### src/rtl/digi_ota_scheduler_if.sv
`default_nettype none
// ============================================================================
//  Module      : digi_ota_scheduler_if
//  Description : Bundle of request/grant, OTA control and result-handshake
//                signals between the OTA scheduler and its environment.
//  Revision    : 1.0 - initial release
// ============================================================================
interface digi_ota_scheduler_if #(
    parameter int NCH   = 4,
    parameter int NSAMP = 16
);
    localparam int SW = $clog2(NCH);
    localparam int CW = $clog2(NSAMP + 1);

    logic [NCH-1:0] req;
    logic [NCH-1:0] ack;
    logic [SW-1:0]  ota_sel;
    logic           ota_en;
    logic           ota_out;
    logic           busy;
    logic           res_valid;
    logic           res_ready;
    logic [SW-1:0]  res_ch;
    logic [CW-1:0]  res_count;
    logic           res_bit;

    // Scheduler side
    modport slave (
        input  req, ota_out, res_ready,
        output ack, ota_sel, ota_en, busy, res_valid, res_ch, res_count, res_bit
    );

    // Environment side (requesters, OTA, result consumer)
    modport master (
        output req, ota_out, res_ready,
        input  ack, ota_sel, ota_en, busy, res_valid, res_ch, res_count, res_bit
    );
endinterface
`default_nettype wire

### src/rtl/digi_ota_scheduler.sv
`default_nettype none
// ============================================================================
//  Module      : digi_ota_scheduler
//  Description : Round-robin time-sharing of one OTA comparator between NCH
//                channels: grant, settle, integrate NSAMP synchronized
//                comparator samples, return ones-count and majority bit.
//  Revision    : 1.0 - initial release
// ============================================================================
module digi_ota_scheduler #(
    parameter int NCH        = 4,
    parameter int SETTLE_CYC = 4,
    parameter int NSAMP      = 16
) (
    input  logic                  clk,
    input  logic                  rst_n,
    digi_ota_scheduler_if.slave   bus
);
    localparam int SW  = $clog2(NCH);
    localparam int CW  = $clog2(NSAMP + 1);
    localparam int STW = $clog2(SETTLE_CYC);
    localparam int SNW = (NSAMP > 1) ? $clog2(NSAMP) : 1;

    localparam logic [1:0] C_IDLE   = 2'd0;
    localparam logic [1:0] C_SETTLE = 2'd1;
    localparam logic [1:0] C_SAMPLE = 2'd2;
    localparam logic [1:0] C_DONE   = 2'd3;

    logic [1:0]     r_state;
    logic [SW-1:0]  r_last;
    logic [NCH-1:0] r_ack;
    logic [SW-1:0]  r_sel;
    logic           r_en;
    logic           r_busy;
    logic           r_valid;
    logic [CW-1:0]  r_count;
    logic           r_bit;
    logic [STW-1:0] r_settle;
    logic [SNW-1:0] r_samp;
    logic           r_sync1;
    logic           r_sync2;

    logic           w_found;
    logic [SW-1:0]  w_idx;
    logic [SW:0]    w_k;
    logic [CW-1:0]  w_sum;

    // Two-flop synchronizer for the asynchronous comparator output
    always_ff @(posedge clk or negedge rst_n) begin
        if (!rst_n) begin
            r_sync1 <= 1'b0;
            r_sync2 <= 1'b0;
        end else begin
            r_sync1 <= bus.ota_out;
            r_sync2 <= r_sync1;
        end
    end

    // Round-robin search: first requesting index strictly after r_last, wrapping.
    // Iterating the offset downward lets the nearest requester win.
    always_comb begin
        w_found = 1'b0;
        w_idx   = '0;
        w_k     = '0;
        for (int i = NCH; i >= 1; i--) begin
            w_k = {1'b0, r_last} + (SW+1)'(i);
            if (w_k >= (SW+1)'(NCH)) begin
                w_k = w_k - (SW+1)'(NCH);
            end
            if (bus.req[w_k[SW-1:0]]) begin
                w_found = 1'b1;
                w_idx   = w_k[SW-1:0];
            end
        end
    end

    // Accumulator value including the sample taken on this edge
    assign w_sum = r_count + CW'(r_sync2);

    // Conversion sequencer: grant, settle, sample, hold result until accepted
    always_ff @(posedge clk or negedge rst_n) begin
        if (!rst_n) begin
            r_state  <= C_IDLE;
            r_last   <= SW'(NCH - 1);
            r_ack    <= '0;
            r_sel    <= '0;
            r_en     <= 1'b0;
            r_busy   <= 1'b0;
            r_valid  <= 1'b0;
            r_count  <= '0;
            r_bit    <= 1'b0;
            r_settle <= '0;
            r_samp   <= '0;
        end else begin
            r_ack <= '0;
            case (r_state)
                C_IDLE: begin
                    if (w_found) begin
                        r_state       <= C_SETTLE;
                        r_busy        <= 1'b1;
                        r_sel         <= w_idx;
                        r_last        <= w_idx;
                        r_ack[w_idx]  <= 1'b1;
                        r_en          <= 1'b1;
                        r_count       <= '0;
                        r_settle      <= STW'(SETTLE_CYC - 1);
                    end
                end
                C_SETTLE: begin
                    if (r_settle == '0) begin
                        r_state <= C_SAMPLE;
                        r_samp  <= SNW'(NSAMP - 1);
                    end else begin
                        r_settle <= r_settle - 1'b1;
                    end
                end
                C_SAMPLE: begin
                    r_count <= w_sum;
                    if (r_samp == '0) begin
                        r_state <= C_DONE;
                        r_en    <= 1'b0;
                        r_valid <= 1'b1;
                        // Strictly greater than floor(NSAMP/2): a tie resolves to 0
                        r_bit   <= (w_sum > CW'(NSAMP / 2));
                    end else begin
                        r_samp <= r_samp - 1'b1;
                    end
                end
                C_DONE: begin
                    if (r_valid && bus.res_ready) begin
                        r_state <= C_IDLE;
                        r_valid <= 1'b0;
                        r_busy  <= 1'b0;
                    end
                end
                default: begin
                    r_state <= C_IDLE;
                    r_busy  <= 1'b0;
                    r_en    <= 1'b0;
                    r_valid <= 1'b0;
                end
            endcase
        end
    end

    assign bus.ack       = r_ack;
    assign bus.ota_sel   = r_sel;
    assign bus.ota_en    = r_en;
    assign bus.busy      = r_busy;
    assign bus.res_valid = r_valid;
    assign bus.res_ch    = r_sel;
    assign bus.res_count = r_count;
    assign bus.res_bit   = r_bit;

endmodule
`default_nettype wire

### src/flat_wrapper.sv
// flat-port wrapper written by rule: the top's interface ports become plain ports
module digi_ota_scheduler_flat 
#(
    parameter int NCH        = 4,
    parameter int SETTLE_CYC = 4,
    parameter int NSAMP      = 16
)
  (clk, rst_n, bus_req, bus_ota_out, bus_res_ready, bus_ack, bus_ota_sel, bus_ota_en, bus_busy, bus_res_valid, bus_res_ch, bus_res_count, bus_res_bit);
  digi_ota_scheduler_if #(.NCH(NCH), .NSAMP(NSAMP)) bus_i ();
  input  logic clk;
  input  logic rst_n;
  input wire logic [$bits(bus_i.req)-1:0] bus_req;
  input wire logic [$bits(bus_i.ota_out)-1:0] bus_ota_out;
  input wire logic [$bits(bus_i.res_ready)-1:0] bus_res_ready;
  output wire logic [$bits(bus_i.ack)-1:0] bus_ack;
  output wire logic [$bits(bus_i.ota_sel)-1:0] bus_ota_sel;
  output wire logic [$bits(bus_i.ota_en)-1:0] bus_ota_en;
  output wire logic [$bits(bus_i.busy)-1:0] bus_busy;
  output wire logic [$bits(bus_i.res_valid)-1:0] bus_res_valid;
  output wire logic [$bits(bus_i.res_ch)-1:0] bus_res_ch;
  output wire logic [$bits(bus_i.res_count)-1:0] bus_res_count;
  output wire logic [$bits(bus_i.res_bit)-1:0] bus_res_bit;
  assign bus_i.req = bus_req;
  assign bus_i.ota_out = bus_ota_out;
  assign bus_i.res_ready = bus_res_ready;
  assign bus_ack = bus_i.ack;
  assign bus_ota_sel = bus_i.ota_sel;
  assign bus_ota_en = bus_i.ota_en;
  assign bus_busy = bus_i.busy;
  assign bus_res_valid = bus_i.res_valid;
  assign bus_res_ch = bus_i.res_ch;
  assign bus_res_count = bus_i.res_count;
  assign bus_res_bit = bus_i.res_bit;
  digi_ota_scheduler #(.NCH(NCH), .SETTLE_CYC(SETTLE_CYC), .NSAMP(NSAMP)) u_core (.clk(clk), .rst_n(rst_n), .bus(bus_i));
endmodule
### config.mk
export PLATFORM = sky130hd
export DESIGN_NAME = digi_ota_scheduler_flat
export DESIGN_NICKNAME = d
export VERILOG_FILES = /design/src/rtl/digi_ota_scheduler_if.sv /design/src/rtl/digi_ota_scheduler.sv /design/src/flat_wrapper.sv
export SDC_FILE = /design/constraint.sdc
export NUM_CORES = 1
export LEC_CHECK = 0
export ABC_CLOCK_PERIOD_IN_PS = 1570
export BUFFER_PORTS_ARGS = -buffer_cell sky130_fd_sc_hd__buf_2
export CORE_ASPECT_RATIO = 1.2
export CORE_MARGIN = 1.5
export CORE_UTILIZATION = 50
export DETAILED_ROUTE_END_ITERATION = 7
export GPL_ROUTABILITY_DRIVEN = 0
export PLACE_DENSITY = 0.75
export SETUP_SLACK_MARGIN = 0.4
export SYNTH_ARGS = -nofsm -noshare
export SYNTH_HDL_FRONTEND = slang
export SYNTH_SLANG_ARGS = --single-unit
### constraint.sdc
create_clock -name clk -period 1.57 [get_ports clk]
set_input_delay 0.314 -clock clk [delete_from_list [all_inputs] [get_ports clk]]
set_output_delay 0.314 -clock clk [all_outputs]
set_load 0.1 [all_outputs]
==> results of run 1 <==
## Yosys cell counts (2+ instances only)
library cell,count,share of area
sky130_fd_sc_hd__nand3_1,7,0.024
sky130_fd_sc_hd__dfrtp_1,25,0.42
sky130_fd_sc_hd__nor2_1,7,0.018
sky130_fd_sc_hd__o21ai_0,8,0.027
sky130_fd_sc_hd__nand2_1,9,0.023
sky130_fd_sc_hd__xor2_1,2,0.012
sky130_fd_sc_hd__buf_4,2,0.010
sky130_fd_sc_hd__nor2b_1,5,0.021
sky130_fd_sc_hd__mux2_2,4,0.030
sky130_fd_sc_hd__a22oi_1,2,0.010
sky130_fd_sc_hd__a22o_1,2,0.012
sky130_fd_sc_hd__a21oi_1,13,0.044
sky130_fd_sc_hd__dfstp_2,2,0.035
sky130_fd_sc_hd__or2_2,2,0.0084
sky130_fd_sc_hd__ha_1,8,0.067
sky130_fd_sc_hd__o21ai_1,2,0.0067
sky130_fd_sc_hd__o22ai_1,3,0.013
sky130_fd_sc_hd__nand2b_1,7,0.029
sky130_fd_sc_hd__nor3_1,2,0.0067
sky130_fd_sc_hd__inv_1,8,0.020
sky130_fd_sc_hd__o2bb2ai_1,3,0.018
sky130_fd_sc_hd__clkbuf_1,2,0.0050
sky130_fd_sc_hd__a32o_1,2,0.013
sky130_fd_sc_hd__a21o_1,2,0.010
sky130_fd_sc_hd__and2_1,3,0.013
## repair_timing
| action | CTS |
|---|---|
| hold endpoints to repair | 25 |
| hold buffers | 1 |
| endpoints found under the setup margin | 42 |
| gates resized for setup | 100 |
| pin swaps | 13 |
| cloned | 1 |
| setup buffers | 19 |
## stage by stage
| stage | setup slack (ns) | std cells | hold WS (ns) | cell area [um2] |
|---|---|---|---|---|
| 4_1_cts | -0.0422 | 241 | 0.0711 | 2480 |
| 3_3_place_gp | -0.0363 | 216 | 0.345 | 1890 |
| 3_5_place_dp | -0.0984 | 216 | 0.348 | 1890 |
| 2_1_floorplan | -0.0368 | 149 | 0.0184 | 1680 |
## kinds of logic after synthesis
family	after synthesis
buf+inv	14
flops	27
mux	5
xor+xnor	2
simple gates	47
compound gates	46
fa+ha+maj	8
==> impl_metrics.csv, run 1 <==
group,metric,value,unit
timing,grt-worst-endpoint,"u_core.r_samp[3]$_DFFE_PN0P_/D",
placement,post_dp_hpwl,2.39,mm
floorplan,num_io_pins,25,
synthesis,synth_simple_gate_area_frac,0.181,
clock_network,clock_buffers_created_by_tritoncts,3,
global_routing,largest_net_degree_at_the_start_of_global_routing,28,
floorplan,die_w,52.8,um
synthesis,yosysSeqAreaShare,0.455,
synthesis,synth_top_family_by_area,"compound AO/OA/AOI/OAI gates",
synthesis,ys_async_sr_fraction,1.00,
global_routing,antenna_found_initial,0,
synthesis,postSynth.topFlopCell,"sky130_fd_sc_hd__dfrtp_1",
synthesis,post_synthesis_mux_area_share,0.0369,
timing,worstEndpointType,"register input",
clock_network,cts_num_sinks,27,
synthesis,synthesis.nets,165,
synthesis,syn-instance-count,149,
synthesis,yosysUniqueCellTypes,42,
synthesis,synth_warn,0,
floorplan,initial_utilization,0.530,
run_status,toolErrorMsg,"[ERROR DPL-0033] detailed placement checks failed during check placement.",
synthesis,post_synth_xor_area_fraction,0.0118,
floorplan,dieHeight,62.8,um
run_status,outcome,"aborted with a tool error",
run_status,flow.stopped_at,"global routing",
clock_network,cts.htree.levels,1,
clock_network,clk_root_buffer_cell,"sky130_fd_sc_hd__clkbuf_4",
synthesis,ys_seq_elements,27,
synthesis,synth_enable_flop_cells,0,
synthesis,syn-cell-area,1490,um2
placement,portBuffers,24,
synthesis,synth-compound-area-share,0.202,
clock_network,clock_path_buffers,2,
synthesis,yosys.area_share.adder,0.0672,
synthesis,syn-mean-instance-area,10.0,um2
floorplan,placement_rows,21,
==> inputs of run 2 (changes only) <==
- ABC_CLOCK_PERIOD_IN_PS: 1570 -> 2040
- CORE_ASPECT_RATIO: 1.2 -> default
- CORE_UTILIZATION: 50 -> 40
- PLACE_DENSITY: 0.75 -> default
- PLACE_DENSITY_LB_ADDON: default -> 0.15
- SETUP_SLACK_MARGIN: 0.4 -> default
- clock period: 1.57 -> 2.04 ns (I/O delays scaled with it)
==> run 2 against run 1 <==
Net effect:
- the run now ends clean
- area after synthesis stayed put
- synthesized cell count unchanged
==> impl_metrics.csv, run 2 <==
group,metric,value,unit
synthesis,ys_async_sr_fraction,1.00,
timing,clock_skew,0.00145,ns
clock_network,post_cts_buffers,0,
clock_network,hold_buffers,0,
timing,worst-slew-pin-transition,0.612,ns
synthesis,synth.top_cells.by_area,"sky130_fd_sc_hd__dfrtp_1 42%, sky130_fd_sc_hd__ha_1 6.7%, sky130_fd_sc_hd__a21oi_1 4.4%",
run_status,outcome,"finished clean",
clock_network,post_cts_resized,0,
clock_network,clkSlewWorstSetupHoldPaths,0.09,ns
setup_path,r2r-start,"u_core.r_samp[0]",
timing,layout_min_cycle_time,1.84,ns
clock_network,cts_num_sinks,27,
timing,totalNegativeSetupSlack,0,ns
global_routing,grt_pass1_vias,1108,
layout,final-instance-count-excl-fill,223,
job,cap_viol_max_count,0,
setup_path,crit_path_max_incr_delay,0.48,ns
timing,hold-worst-slack,0.134,ns
synthesis,syn-mean-instance-area,10.0,um2
setup_path,start_kind,"flip-flop",
min_path,min-delay-path-class,"in2async",
setup_path,cp_data_required_time,2.21,ns
clock_network,cts.htree.levels,1,
floorplan,dieHeight,64.0,um
route,avgViaCountPerCell,5.26,
route,dr.pass1.iters,4,
timing,finalHoldViolations,0,
setup_path,crit_path_end_kind,"flip-flop",
layout,final_common_cell,"sky130_fd_sc_hd__dfrtp_1",
synthesis,postSynth.topFlopCell,"sky130_fd_sc_hd__dfrtp_1",
route,detailroute.wirelength.met2,1.34,mm
layout,largest_reg_flops,5,
synthesis,synthesis.nets,165,
synthesis,synth_enable_flop_cells,0,
synthesis,ys_seq_elements,27,
floorplan,initial_utilization,0.433,
setup_path,path_buf_inv,1,
timing,relSlewSlack,0.592,
placement,portBuffers,24,
setup_path,crit-reg2reg-capture,"u_core.r_samp[1]",
setup_path,timing.reg2reg.setup_slack,0.20,ns
route,wirelength,2.85,mm
route,detail_route.wirelength.met1,1.39,mm
synthesis,syn-instance-count,149,
synthesis,synthDominantAreaCellType,"sky130_fd_sc_hd__dfrtp_1",
placement,placedCellCount,219,
global_routing,grt_util_all_layers,0.154,
layout,final_nets,194,
clock_network,worst_skew_pair.late_latency,0.27,ns
global_routing,grt_overflow_total,0,
setup_path,cp_cell_sequence,"inv_1 > ha_1 > or3b_4 > nand3_1 > o21ai_0 > a222oi_1",
setup_path,timing.critical_path.arrival,2.01,ns
route,detail-route-antenna-nets,0,
route,dr_total_vias,1172,
global_routing,grt_pass1_wl,4.97,mm
clock_network,clk_root_buffer_cell,"sky130_fd_sc_hd__clkbuf_8",
route,dr_wl_met3,99,um
setup_path,critical_path.slowest_cell,"sky130_fd_sc_hd__or3b_4",
global_routing,largest_net_degree_at_the_start_of_global_routing,28,
setup_path,worst-path-max-fanout,12,
synthesis,synth_top_cell_area_share,0.420,
timing,period_share,0.901,
synthesis,yosysSeqAreaShare,0.455,
timing,finalSetupViolCount,0,
route,drt_iter0_markers,50,
floorplan,num_io_pins,25,
global_routing,antenna_found_initial,0,
clock_network,tritoncts_clock_tree,"built",
layout,layout.cells.most_common_list,"25 x sky130_fd_sc_hd__dfrtp_1, 24 x sky130_fd_sc_hd__buf_2, 13 x sky130_fd_sc_hd__a21oi_1",
clock_network,clock_path_buffers,2,
floorplan,placement_rows,21,
layout,syn_to_final_growth,15.6,%
placement,post_dp_hpwl,2.20,mm
synthesis,syn-cell-area,1490,um2
synthesis,synth.top_cells.by_count,"25 x sky130_fd_sc_hd__dfrtp_1, 13 x sky130_fd_sc_hd__a21oi_1, 9 x sky130_fd_sc_hd__nand2_1",
floorplan,design.core.area,3440,um2
route,detail_route.drc_violations,0,
timing,rsz0062_at_grt,"no",
synthesis,yosysUniqueCellTypes,42,
synthesis,synth_warn,0,
setup_path,reg2regPathDepth,6,
layout,antennaDiodeCount,0,
setup_path,critical_path_class,"reg2reg",
floorplan,die_area,4100,um2
synthesis,yosysMostFrequentCell,"sky130_fd_sc_hd__dfrtp_1",
timing,report.final.slew_viol_count,0,
layout,drive_gt1_frac,0.266,
clock_network,clock_buffers_created_by_tritoncts,3,
timing,fmaxAchievable,544,MHz
route,detail_route.wl_per_cell,12.8,um
floorplan,die_w,64.0,um
route,highest_layer,"met4",
setup_path,critPathTopFamily,"simple AND/OR/NAND/NOR gates",
## run 2: cell counts after synthesis
No cell type changed its count.
## run 2: worst register-to-register path: cells and delay by family (launching register included)
family | cells | cell delay [ns]
AND/OR/NAND/NOR | 2 | 0.59
AO/OA/AOI/OAI | 2 | 0.41
flip-flops | 1 | 0.43
adder cells (fa/ha/maj) | 1 | 0.21
buffers and inverters | 1 | 0.11
## run 2: kinds of logic after synthesis
kind of cell	synth area share
multiplexers	0.0369
adder cells (fa/ha/maj)	0.0672
AND/OR/NAND/NOR	0.181
AO/OA/AOI/OAI	0.202
XOR/XNOR	0.0118
flip-flops	0.455
buffers and inverters	0.0462
## run 2: final cells by class
type | instances | area [um2]
clock buffer | 3 | 41.3
clock inverter | 1 | 7.51
fill | 327 | 1720
inverter | 8 | 30.0
multi-input combinational | 108 | 743
sequential | 27 | 678
tap | 46 | 57.6
timing repair buffer | 30 | 165
## run 2: worst max path at each step
stage                                        from                  to  slack [ns]  cells past startpoint
after detailed placement         u_core.r_samp[0]    u_core.r_samp[1]        0.23                      6
after CTS                        u_core.r_samp[0]    u_core.r_samp[1]        0.20                      6
after global placement           u_core.r_samp[0]    u_core.r_samp[1]        0.28                      6
final                            u_core.r_samp[0]    u_core.r_samp[1]        0.20                      6
after global routing             u_core.r_samp[0]    u_core.r_samp[1]        0.06                      6
after floorplan           u_core.bus.res_count[0]  u_core.bus.res_bit        0.02                      6
## run 2: through the flow
step / utilization / area (um2) / setup slack, ns
detailed placement: 0.486 / 1670 / 0.229
finish: 0.501 / 1720 / 0.201
global placement: 0.486 / 1670 / 0.280
CTS: 0.501 / 1720 / 0.205
floorplan: - / 1490 / 0.0244
global route: 0.501 / 1720 / 0.0643
## run 2: layer usage
layer  global-route usage  up-vias
met5                    0        -
met1                0.197      564
met3               0.0317        2
met2                0.259       17
met4               0.0489        0
li1                     -      589
Power of run 2 is not shown: default switching activity piles up to over one toggle a cycle in this logic, so the estimate is an artifact.
==> inputs of run 3 (changes only) <==
- GPL_TIMING_DRIVEN: default -> 0
==> run 3 against run 2 <==
Net effect:
- sequential cell count unchanged
- largest cell class unchanged
- via count grew 3.1%
- die area stayed put
- fmax shrank 2.0%
- worst hold slack worse by 0.011 ns
- first-iteration DRC count down 16%
- sequential share of layout area is 0.14 points higher
- cell count did not move
- register-to-register slack worse by 0.04 ns
- routed wire length rose by 8.5%
- global-route usage increased by 1.0 points
- highest routed layer unchanged
==> impl_metrics.csv, run 3 (same netlist as run 2, synthesis figures left out) <==
group,metric,value,unit
route,dr_total_vias,1208,
timing,period_share,0.920,
global_routing,grt_pass1_vias,1193,
setup_path,critical_path.slowest_cell,"sky130_fd_sc_hd__dfrtp_1",
global_routing,grt_pass1_wl,5.35,mm
layout,final-instance-count-excl-fill,223,
global_routing,largest_net_degree_at_the_start_of_global_routing,28,
setup_path,path_buf_inv,2,
clock_network,cts_num_sinks,27,
setup_path,reg2regPathDepth,7,
layout,largest_reg_flops,5,
setup_path,cp_cell_sequence,"inv_1 > ha_1 > or3b_4 > buf_6 > nand3_2 > o21ai_1 > a222oi_1",
route,dr.pass1.iters,4,
floorplan,dieHeight,64.0,um
setup_path,timing.critical_path.arrival,2.05,ns
clock_network,post_cts_buffers,0,
timing,relSlewSlack,0.597,
layout,final.fill_count,327,
timing,layout_min_cycle_time,1.88,ns
clock_network,post_cts_resized,0,
floorplan,design.core.area,3440,um2
setup_path,worst-path-max-fanout,10,
timing,finalSetupViolCount,0,
clock_network,cts.htree.levels,1,
clock_network,clkSlewWorstSetupHoldPaths,0.10,ns
timing,rsz0062_at_grt,"no",
placement,post_dp_hpwl,2.31,mm
floorplan,placement_rows,21,
route,wirelength,3.10,mm
layout,layout.cells.most_common_list,"25 x sky130_fd_sc_hd__buf_2, 25 x sky130_fd_sc_hd__dfrtp_1, 13 x sky130_fd_sc_hd__a21oi_1",
setup_path,cp_data_required_time,2.21,ns
timing,totalNegativeSetupSlack,0,ns
timing,report.final.slew_viol_count,0,
setup_path,start_kind,"flip-flop",
route,detail_route.drc_violations,0,
layout,antennaDiodeCount,0,
setup_path,critPathTopFamily,"simple AND/OR/NAND/NOR gates",
setup_path,r2r-start,"u_core.r_samp[0]",
floorplan,die_w,64.0,um
layout,final_nets,194,
floorplan,die_area,4100,um2
placement,portBuffers,24,
timing,finalHoldViolations,0,
global_routing,grt_util_met2,0.273,
global_routing,grt_overflow_total,0,
setup_path,crit_path_end_kind,"flip-flop",
floorplan,initial_utilization,0.433,
setup_path,crit_path_max_incr_delay,0.44,ns
job,cap_viol_max_count,0,
clock_network,tritoncts_clock_tree,"built",
clock_network,clk_root_buffer_cell,"sky130_fd_sc_hd__clkbuf_8",
layout,final-seq-area,678,um2
clock_network,hold_buffers,0,
clock_network,clock_buffers_created_by_tritoncts,3,
setup_path,timing.reg2reg.setup_slack,0.16,ns
route,detail_route.wl_per_cell,13.9,um
global_routing,groute.layer.met3.usage,0.0158,
clock_network,worst_skew_pair.late_latency,0.28,ns
run_status,outcome,"finished clean",
floorplan,num_io_pins,25,
timing,fmaxAchievable,533,MHz
timing,worst-slew-pin-transition,0.605,ns
layout,multiInputGateArea,743,um2
global_routing,antenna_found_initial,0,
route,drt_iter0_markers,42,
placement,placedCellCount,219,
setup_path,critical_path_class,"reg2reg",
clock_network,clock_path_buffers,2,
global_routing,groute.layer.met1.usage,0.222,
min_path,min-delay-path-class,"in2async",
global_routing,top_usage_layer,"met2",
route,avgViaCountPerCell,5.42,
route,detail-route-antenna-nets,0,
global_routing,grt_util_all_layers,0.164,
setup_path,cp-startpoint,"u_core.r_samp[0]",
setup_path,crit-reg2reg-capture,"u_core.r_samp[1]",
layout,syn_to_final_growth,15.2,%
timing,clock_skew,0.00684,ns
layout,drive_gt1_frac,0.254,
## run 3: cell types whose count changed in the layout (fill, tap and decap cells not counted)
cell                       previous run  this run
sky130_fd_sc_hd__clkbuf_1             0         2
sky130_fd_sc_hd__buf_6                0         1
sky130_fd_sc_hd__buf_2               24        25
sky130_fd_sc_hd__buf_4                6         2
## run 3: worst max path at each step
stage	endpoint	slack, ns	cells after the start
after floorplan	u_core.bus.res_bit	0.02	6
after global placement	u_core.r_state[1]	0.20	5
after detailed placement	u_core.r_state[1]	0.19	6
after CTS	u_core.r_state[1]	0.18	6
after global routing	u_core.bus.res_count[4]	0.04	6
final	u_core.r_samp[1]	0.16	7
## run 3: final cells by class
class | count | area share
buffer | 6 | 0.0226
timing repair buffer | 24 | 0.0700
clock inverter | 1 | 0.00437
inverter | 8 | 0.0175
multi-input combinational | 108 | 0.433
clock buffer | 3 | 0.0241
tap | 46 | 0.0335
sequential | 27 | 0.395
## run 3: metrics by stage
stage,hold slack [ns],utilization,instance area (um2),setup slack [ns]
2_1_floorplan,0.112,-,1490,0.0244
3_3_place_gp,0.336,0.485,1670,0.200
3_5_place_dp,0.339,0.485,1670,0.191
4_1_cts,0.148,0.499,1720,0.176
5_1_grt,0.181,0.499,1720,0.0396
6_report,0.123,0.499,1720,0.164
## run 3: metal layers
| layer | wire [um] | share of wire |
|---|---|---|
| met3 | 104 | 0.034 |
| met2 | 1460 | 0.47 |
| met1 | 1500 | 0.48 |
| met4 | 31 | 0.010 |
| met5 | 0 | 0 |
Power of run 3 is left out for the same reason.
